--- src/rtl/sun_pll_divn_prog.sv ---
// sun_pll_divn_prog
// Programmable PLL feedback divider with an integrated digital lock detector.
// Everything runs on the rising edge of the oscillator clock CK.
//
// Ports:
//   CK         in   oscillator clock
//   PWRUP_1V8  in   asynchronous active-low reset
//   DIV_N      in   requested divide ratio (quasi-static, 0/1 behave as 2)
//   CK_REF     in   reference clock, asynchronous to CK
//   CK_FB      out  divided clock to the PFD (registered)
//   LOCK       out  lock indication (registered)
//   MEAS       out  last measured reference period in CK cycles (saturating)
module sun_pll_divn_prog #(
  parameter int WIDTH       = 8,
  parameter int TOL         = 1,
  parameter int LOCK_THRESH = 4,
  parameter int MCNT_W      = 4
) (
  input  logic             CK,
  input  logic             PWRUP_1V8,
  input  logic [WIDTH-1:0] DIV_N,
  input  logic             CK_REF,
  output logic             CK_FB,
  output logic             LOCK,
  output logic [WIDTH+1:0] MEAS
);

  localparam int PW = WIDTH + 2;
  localparam logic [WIDTH-1:0]  N_MIN    = WIDTH'(2);
  localparam logic [WIDTH-1:0]  ONE_W    = WIDTH'(1);
  localparam logic [PW-1:0]     ONE_P    = PW'(1);
  localparam logic [PW-1:0]     TOL_P    = PW'(TOL);
  localparam logic [PW-1:0]     PCNT_MAX = {PW{1'b1}};
  localparam logic [MCNT_W-1:0] ONE_M    = MCNT_W'(1);
  localparam logic [MCNT_W-1:0] THRESH_M = MCNT_W'(LOCK_THRESH);

  // divider state
  logic             load_pend_r;
  logic [WIDTH-1:0] n_act_r;
  logic [WIDTH-1:0] div_cnt_r;
  logic             ck_fb_r;

  // reference measurement / lock state
  logic              ref_s1_r;
  logic              ref_s2_r;
  logic              ref_s3_r;
  logic [PW-1:0]     pcnt_r;
  logic [PW-1:0]     meas_r;
  logic [MCNT_W-1:0] mcnt_r;
  logic              lock_r;
  logic              first_edge_r;

  // combinational helpers
  logic [WIDTH-1:0]  n_eff_s;
  logic [WIDTH-1:0]  half_s;
  logic              wrap_s;
  logic              n_chg_s;
  logic              ref_rise_s;
  logic [PW-1:0]     n_act_p_s;
  logic [PW-1:0]     lo_s;
  logic [PW-1:0]     hi_s;
  logic              match_s;
  logic [MCNT_W-1:0] mcnt_inc_s;
  logic [MCNT_W-1:0] mcnt_nxt_s;
  logic              lock_nxt_s;
  logic              first_nxt_s;

  // Effective ratio, wrap detection and ratio-change detection.
  always_comb begin
    n_eff_s = (DIV_N < N_MIN) ? N_MIN : DIV_N;
    half_s  = {1'b0, n_act_r[WIDTH-1:1]};
    wrap_s  = (div_cnt_r == (n_act_r - ONE_W));
    // A ratio change only takes effect at a wrap, so that is where lock is lost.
    n_chg_s = wrap_s && !load_pend_r && (n_eff_s != n_act_r);
  end

  // Divider counter, shadow ratio and registered feedback clock.
  always_ff @(posedge CK or negedge PWRUP_1V8) begin
    if (!PWRUP_1V8) begin
      load_pend_r <= 1'b1;
      n_act_r     <= N_MIN;
      div_cnt_r   <= {WIDTH{1'b0}};
      ck_fb_r     <= 1'b0;
    end else if (load_pend_r) begin
      // First clock after release only captures the ratio; counting starts next.
      load_pend_r <= 1'b0;
      n_act_r     <= n_eff_s;
      div_cnt_r   <= {WIDTH{1'b0}};
      ck_fb_r     <= 1'b0;
    end else begin
      load_pend_r <= 1'b0;
      ck_fb_r     <= (div_cnt_r < half_s);
      if (wrap_s) begin
        div_cnt_r <= {WIDTH{1'b0}};
        n_act_r   <= n_eff_s;
      end else begin
        div_cnt_r <= div_cnt_r + ONE_W;
        n_act_r   <= n_act_r;
      end
    end
  end

  // Reference edge detect after the two-flop synchronizer.
  always_comb begin
    ref_rise_s = ref_s2_r & ~ref_s3_r;
  end

  // Tolerance window around the active ratio; lower bound clamps at zero.
  always_comb begin
    n_act_p_s = {2'b00, n_act_r};
    hi_s      = n_act_p_s + TOL_P;
    if (n_act_p_s > TOL_P) begin
      lo_s = n_act_p_s - TOL_P;
    end else begin
      lo_s = {PW{1'b0}};
    end
    match_s = (pcnt_r >= lo_s) && (pcnt_r <= hi_s);
  end

  // Match counter / lock next-state; a ratio change overrides any reference result.
  always_comb begin
    mcnt_inc_s  = (mcnt_r >= THRESH_M) ? THRESH_M : (mcnt_r + ONE_M);
    mcnt_nxt_s  = mcnt_r;
    lock_nxt_s  = lock_r;
    first_nxt_s = first_edge_r;
    if (n_chg_s) begin
      mcnt_nxt_s  = {MCNT_W{1'b0}};
      lock_nxt_s  = 1'b0;
      first_nxt_s = ref_rise_s ? 1'b0 : first_edge_r;
    end else if (ref_rise_s) begin
      if (first_edge_r) begin
        // The first period after reset is partial, so it is never compared.
        first_nxt_s = 1'b0;
      end else if (match_s) begin
        mcnt_nxt_s = mcnt_inc_s;
        lock_nxt_s = (mcnt_inc_s == THRESH_M) ? 1'b1 : lock_r;
      end else begin
        mcnt_nxt_s = {MCNT_W{1'b0}};
        lock_nxt_s = 1'b0;
      end
    end else begin
      mcnt_nxt_s  = mcnt_r;
      lock_nxt_s  = lock_r;
      first_nxt_s = first_edge_r;
    end
  end

  // Synchronizer, period counter, measurement and lock registers.
  always_ff @(posedge CK or negedge PWRUP_1V8) begin
    if (!PWRUP_1V8) begin
      ref_s1_r     <= 1'b0;
      ref_s2_r     <= 1'b0;
      ref_s3_r     <= 1'b0;
      pcnt_r       <= {PW{1'b0}};
      meas_r       <= {PW{1'b0}};
      mcnt_r       <= {MCNT_W{1'b0}};
      lock_r       <= 1'b0;
      first_edge_r <= 1'b1;
    end else begin
      ref_s1_r     <= CK_REF;
      ref_s2_r     <= ref_s1_r;
      ref_s3_r     <= ref_s2_r;
      mcnt_r       <= mcnt_nxt_s;
      lock_r       <= lock_nxt_s;
      first_edge_r <= first_nxt_s;
      if (ref_rise_s) begin
        // Count restarts at 1 so the value seen at the next edge is the period.
        pcnt_r <= ONE_P;
        meas_r <= pcnt_r;
      end else begin
        pcnt_r <= (pcnt_r == PCNT_MAX) ? pcnt_r : (pcnt_r + ONE_P);
        meas_r <= meas_r;
      end
    end
  end

  assign CK_FB = ck_fb_r;
  assign LOCK  = lock_r;
  assign MEAS  = meas_r;

endmodule
--- config.mk ---
export PLATFORM = sky130hd
export DESIGN_NAME = sun_pll_divn_prog
export DESIGN_NICKNAME = d
export VERILOG_FILES = /design/src/rtl/sun_pll_divn_prog.sv
export SDC_FILE = /design/constraint.sdc
export NUM_CORES = 1
export LEC_CHECK = 0
export ABC_CLOCK_PERIOD_IN_PS = 3400
export CORE_UTILIZATION = 50
export CTS_CLUSTER_DIAMETER = 50
export CTS_CLUSTER_SIZE = 40
export DETAILED_ROUTE_END_ITERATION = 7
export PLACE_DENSITY = 0.77
export SYNTH_ARGS = -nofsm -noshare
export SYNTH_HDL_FRONTEND = slang
export SYNTH_SLANG_ARGS = --single-unit
--- constraint.sdc ---
create_clock -name CK -period 3.4 [get_ports CK]
set_input_delay 0.68 -clock CK [delete_from_list [all_inputs] [get_ports CK]]
set_output_delay 0.68 -clock CK [all_outputs]
set_load 0.02 [all_outputs]
==> impl_table.tex <==
\begin{tabular}{lr}
\hline
Metric & Value \\
\hline
\multicolumn{2}{l}{\textbf{Clock network}} \\
\quad Max Buffers Root-to-Sink & 2 \\
\quad Level count of the clock H-tree & 2 \\
\quad Total setup buffers inserted after CTS & 0 \\
\quad CTS tree & done \\
\quad Clock slew seen by the registers of the worst setup and hold paths & 0.09 ns \\
\quad Source-to-sink clock delay at the later pin of the worst-skew pair & 0.30 ns \\
\quad Number of clock buffers inserted by TritonCTS & 5 \\
\quad Clock tree root buffer cell & sky130\_fd\_sc\_hd\_\_clkbuf\_8 \\
\quad Clock Sink Count & 47 \\
\multicolumn{2}{l}{\textbf{GRT}} \\
\quad Most Crowded Layer GR & met2 \\
\quad Largest net degree at the start of global routing & 48 \\
\quad M2 GR Usage & 0.3678 \\
\quad Global routing usage on met1 & 0.2845 \\
\quad Initial antenna violation count & 0 \\
\quad Global-route total usage across every layer & 0.2224 \\
\quad Wire length of the first global-routing pass & 11,290 µm \\
\quad Global routing usage on met3 & 0.04945 \\
\quad Grt total ovfl & 0 \\
\quad Vias in the first global route & 2,400 \\
\multicolumn{2}{l}{\textbf{Worst setup path}} \\
\quad Slowest cell on the critical path & sky130\_fd\_sc\_hd\_\_dfrtp\_1 \\
\quad Arrival time reported for the critical path endpoint & 3.26 ns \\
\quad Count of buffer and inverter cells on the critical path & 2 \\
\quad Cell type group with the largest total delay on the critical path & simple AND/OR/NAND/NOR gates \\
\quad Startpoint type of the worst setup path & register \\
\quad Ordered list of cells on the worst path & inv\_1 > buf\_4 > ha\_1 > nor3b\_4 > nand3\_2 > xnor2\_1 > nand2\_1 > ha\_1 > o211ai\_1 > nor2\_1 > nand2\_1 > o21ai\_0 > a21oi\_1 > nor3\_1 \\
\quad Maximum net fanout on the critical path & 10 \\
\quad Type of destination of the critical path & register \\
\quad Required time reported for the critical path endpoint & 3.62 ns \\
\quad Largest stage delay on the critical path & 0.49 ns \\
\quad Critical setup path kind & register to register \\
\multicolumn{2}{l}{\textbf{Route}} \\
\quad Detail-routed net length per standard cell & 14.87 µm \\
\quad Post-Route WL & 6677 µm \\
\quad Via count of the routed design & 2,546 \\
\quad Number of nets with antenna violations after detailed routing & 0 \\
\quad Initial DRC Count & 51 \\
\quad Number of detailed-route iterations in the first pass & 4 \\
\quad Count of unresolved DRC violations after routing & 0 \\
\quad Avg Vias per Cell & 5.670 \\
\multicolumn{2}{l}{\textbf{Yosys}} \\
\quad Syn Area/Cell & 9.239 µm² \\
\quad Leading register cell type out of synthesis & sky130\_fd\_sc\_hd\_\_dfrtp\_1 \\
\quad FFs w/ async S/R, synth & 1.000 \\
\quad Mux share of post-synthesis cell area & 0.04346 \\
\quad Synth Area in Compound Gates & 0.09973 \\
\quad Post-synthesis sequential area ratio & 0.3659 \\
\quad Synth cell count leaders & sky130\_fd\_sc\_hd\_\_nand2\_1, sky130\_fd\_sc\_hd\_\_dfrtp\_1, sky130\_fd\_sc\_hd\_\_ha\_1, sky130\_fd\_sc\_hd\_\_nor3\_1, sky130\_fd\_sc\_hd\_\_xnor2\_1 \\
\quad Cell taking the most area after synthesis & sky130\_fd\_sc\_hd\_\_dfrtp\_1 \\
\quad Largest family of logic cells by synthesized area & simple AND/OR/NAND/NOR gates \\
\quad Post-synth EDFFs & 0 \\
\quad Count of unique library cells instantiated by Yosys & 54 \\
\quad Combined area of all synthesized cells & 3224 µm² \\
\quad Most frequent cell after synthesis & sky130\_fd\_sc\_hd\_\_nand2\_1 \\
\quad Portion of synthesized cell area occupied by the leading cell type & 0.3415 \\
\quad Number of standard cells after synthesis & 349 \\
\quad Register bit total from synthesis & 47 \\
\quad Total number of yosys warnings & 0 \\
\quad Cells taking the most area after synthesis & sky130\_fd\_sc\_hd\_\_dfrtp\_1, sky130\_fd\_sc\_hd\_\_ha\_1, sky130\_fd\_sc\_hd\_\_nand2\_1 \\
\quad Area share of and/or/nand/nor cells after synthesis & 0.2456 \\
\quad Net count after synthesis & 391 \\
\quad Post-synthesis share of cell area spent on xor and xnor gates & 0.08964 \\
\quad Post-Synth Adder-Cell Area & 0.1203 \\
\multicolumn{2}{l}{\textbf{Floorplanning}} \\
\quad Num rows & 28 \\
\quad Number of top-level pins & 23 \\
\quad Initial Utilization & 0.5320 \\
\quad Area of the die & 6774 µm² \\
\quad Floorplan Core Area & 6061 µm² \\
\quad Chip width & 82.31 µm \\
\quad Floorplan die height & 82.31 µm \\
\multicolumn{2}{l}{\textbf{STA}} \\
\quad Hold violation count in the final report & 0 \\
\quad Post-route clock skew & 0.008621 ns \\
\quad Setup Total Neg Slack & 0 ns \\
\quad Fin Hold WS & 0.3618 ns \\
\quad Slew @ Worst Pin & 1.023 ns \\
\quad Final setup violating endpoints & 0 \\
\quad Setup repair after global routing missed its margin & no \\
\quad Fin. max-slew vios & 0 \\
\quad Peak Freq & 328.9 MHz \\
\quad Max-Slew Margin vs Limit & 0.3180 \\
\quad Post-layout min period & 3.041 ns \\
\quad Fin crit share & 0.8943 \\
\multicolumn{2}{l}{\textbf{Layout}} \\
\quad Layout fillers & 524 \\
\quad Inserted Diodes & 0 \\
\quad Growth of design area from synthesis to finish & 13.15\% \\
\quad Final net count & 415 \\
\quad Final Util & 0.6020 \\
\quad Proportion of layout cells with a drive suffix above 1 & 0.09626 \\
\multicolumn{2}{l}{\textbf{Power and ir drop}} \\
\quad Static power due to leakage & 1.692 nW \\
\quad Sequential group share of total power & 0.464 \\
\quad Worst VDD drop & 246.7 µV \\
\quad Internal Power & 0.9915 mW \\
\quad Share of total power in the clock network & 0.238 \\
\quad Share of total power consumed by net switching & 0.3356 \\
\quad Total Power Consumption & 1.492 mW \\
\quad Switching power summed over all nets & 0.5009 mW \\
\quad Pwr Density & 409.1 nW/µm² \\
\quad Power share of the combinational group & 0.298 \\
\multicolumn{2}{l}{\textbf{Placed design}} \\
\quad DPL Wire Length & 4979 µm \\
\quad Number of port buffers & 22 \\
\quad Final Wtd Congestion & 0.9019 \\
\multicolumn{2}{l}{\textbf{Job}} \\
\quad Max-cap viol count & 0 \\
\multicolumn{2}{l}{\textbf{Outcome}} \\
\quad Result of the run & finished, final reports clean \\
\multicolumn{2}{l}{\textbf{Hold path}} \\
\quad Class of the worst hold path & register to register \\
\hline
\end{tabular}
layout make-up:
type	count	area (µm²)	share of cell area
flip-flops and latches	47	1180	0.3234
multi-input cells	274	1941	0.5319
repair buffers	31	282.8	0.07750
well taps	75	93.84	0.02572
clock inverters	2	16.27	0.004458
clock buffers	6	82.58	0.02263
inverters	14	52.55	0.01440
layout by cell type (no fill, tap or decap), drive strengths merged, types with 11 or more instances in the layout:
cell           Yosys  layout
nand2             45      45
o21ai             11      11
inv               13      13
nor3              21      21
a21oi             16      16
ha                31      31
clkdlybuf4s50      0      21
xor2              14      14
dfrtp             44      44
nand3             12      12
xnor2             19      19
nor2              16      16
worst register-to-register path, delay by kind of cell (launching register included):
family	cells	cell delay, ns
buffers and inverters	2	0.26
AO/OA/AOI/OAI	3	0.53
AND/OR/NAND/NOR	6	0.95
flip-flops	1	0.49
adder cells (fa/ha/maj)	2	0.58
XOR/XNOR	1	0.14
state kept, by name, indices dropped and copies added (netlist names), 4 cells and up:
name,count
mcnt_r,4
n_act_r,8
pcnt_r,10
MEAS,10
div_cnt_r,8
power groups by stage:
stage                     Clock [mW]  Combinational, mW  Sequential (mW)
after floorplan                    0              0.302            0.697
after global placement             0              0.431            0.702
after detailed placement           0              0.444            0.705
after CTS                      0.372              0.448            0.693
after global routing           0.394              0.509            0.707
final                          0.355              0.445            0.693
timing repair:
item                                   4_1_cts  5_1_grt
setup endpoints to repair                    0        2
hold buffers                                 0        0
endpoints found under the hold margin        0        0
gates resized for setup                      0        1
metrics by stage:
step,cell area (µm²),std cells,setup WS (ns)
global route,3649,449,0.02238
finish,3649,449,0.3594
detailed placement,3543,441,0.3114
CTS,3642,449,0.3002
floorplan,3224,349,0.6445
global placement,3543,441,0.3395
path summary, 6_finish.rpt:
check                           startpoint        end  cells past startpoint  slack, ns
max in group asynchronous        PWRUP_1V8      CK_FB                      1       2.21
worst min-delay path              ref_s1_r   ref_s2_r                      0       0.36
min in group asynchronous        PWRUP_1V8   ref_s2_r                      1       0.55
worst max-delay path            n_act_r[0]  mcnt_r[2]                     14       0.36
worst min register to register    ref_s1_r   ref_s2_r                      0       0.36
worst max register to register  n_act_r[0]  mcnt_r[2]                     14       0.36
per-layer routing:
metal	share of wire	wire length, µm
met1	0.46	3090
met2	0.49	3285
met3	0.028	188
met4	0.017	113
met5	0	0
logic make-up after synthesis:
group / count (synthesis)
buffers and inverters: 28
flip-flops: 47
multiplexers: 11
other: 1
adder cells (fa/ha/maj): 31
AND/OR/NAND/NOR: 147
AO/OA/AOI/OAI: 51
XOR/XNOR: 33
Note: power is estimated with default switching activity, not from simulation.
==> RTL edit, RTL diff (same flow settings) <==
Change the parameter `MCNT_W` from 4 to 3.
--- a/src/rtl/sun_pll_divn_prog.sv
+++ b/src/rtl/sun_pll_divn_prog.sv
@@ -14,7 +14,7 @@
   parameter int WIDTH       = 8,
   parameter int TOL         = 1,
   parameter int LOCK_THRESH = 4,
-  parameter int MCNT_W      = 4
+  parameter int MCNT_W      = 3
 ) (
   input  logic             CK,
   input  logic             PWRUP_1V8,
Formal check against the unedited RTL: same outputs for any inputs over 10 cycles, from zero or initial values; that may be too few to reach the edited logic, so the function may still have changed.
==> RTL edit against the unedited design <==
Setup slack got worse by 0.014 ns; sequential cell count decreased by 1; clock skew decreased by 0.0025 ns; final cell count decreased by 4.2%; synthesized area decreased by 2.1%; total power decreased by 1.5%; critical path type unchanged; cell area decreased by 3.8%; critical endpoint is now LOCK$_DFFE_PN0P_; routed wire length decreased by 6.1%.
==> RTL edit: results (changes against the unedited design) <==
number of global-route vias before repair=2290 (was 2400); aggregate global-route resource usage=21.1% (was 22.2%); Placed Instance Area=3420 um^2 (was 3540 um^2); CP max stage cell=dfstp_2 (was dfrtp_1); metal3 WL=183 um (was 188 um); Tcrit/Tclk final=89.8% (was 89.4%); outcome=completed (unchanged); worst hold margin=0.349 ns (was 0.362 ns); Critical Path Fanout Max=8 (was 10); Non-clock buffer share=6.77% (was 7.75%); routed len/inst=14.6 um (was 14.9 um); Max-slew headroom=32.4% (was 31.8%); syn nets=377 (was 391); reg2reg end=LOCK$_DFFE_PN0P_ (was mcnt_r[2]$_DFFE_PN0P_); Placed Cells=422 (was 441); CP top delay family=compound AO/OA/AOI/OAI gates (was simple AND/OR/NAND/NOR gates); final RePlAce weighted congestion=0.877 (was 0.902); Mapped Cells=334 (was 349); inverters=17 (was 14); sequential cell area=1160 um^2 (was 1180 um^2); DRT met1 WL=2.93 mm (was 3.09 mm); Post-synth top cells=nand2_1, dfrtp_1, ha_1 (unchanged); routing usage on met2=34.9% (was 36.8%); Seq/total area=32.9% (was 32.3%); nets@finish=397 (was 415); largest cells by area after synthesis=dfrtp_1, ha_1, nand2_1 (unchanged); Yosys reg bits=46 (was 47); met1 Usage GRT=26.7% (was 28.5%); starting DRC count in detailed routing=123 (was 51); Leak=0.00164 uW (was 0.00169 uW); Multi-input gate area=1870 um^2 (was 1940 um^2); Peak supply drop=289 uV (was 247 uV); core area=5990 um^2 (was 6060 um^2); first-pass GRT wire length=10.7 mm (was 11.3 mm); DR WL met2=2.99 mm (was 3.29 mm); grt met3 use=4.33% (was 4.95%); Non-CTS buffers=25 (was 31); routed wire length=6.27 mm (was 6.68 mm); layout cells sized above 1=9.01% (was 9.63%); multi-input gates=259 (was 274); filler cell count=548 (was 524); R2R cell count=12 (was 14); crit-path max cell delay=0.64 ns (was 0.49 ns); Place WS=0.331 ns (was 0.311 ns)
## RTL edit: kinds of logic after synthesis
| logic type | count (synthesis) | synth area share, % |
|---|---|---|
| adder cells (fa/ha/maj) | 32 | 12.7 |
| other | 1 | 0.119 |
| AO/OA/AOI/OAI | 53 | 12.3 |
| multiplexers | 11 | 3.88 |
| XOR/XNOR | 35 | 9.71 |
| flip-flops | 46 | 36.6 |
| AND/OR/NAND/NOR | 127 | 20.5 |
| buffers and inverters | 29 | 4.28 |
## RTL edit: power by group
| group | switching (uW) | total, uW | internal (uW) |
|---|---|---|---|
| logic | 235 | 439 | 204 |
| clock network | 197 | 345 | 147 |
| registers | 83.6 | 687 | 603 |
## RTL edit: what timing repair did
action | 4_1_cts | 5_1_grt
endpoints found under the hold margin | 0 | 0
endpoints found under the setup margin | 0 | 4
resized for setup | 0 | 2
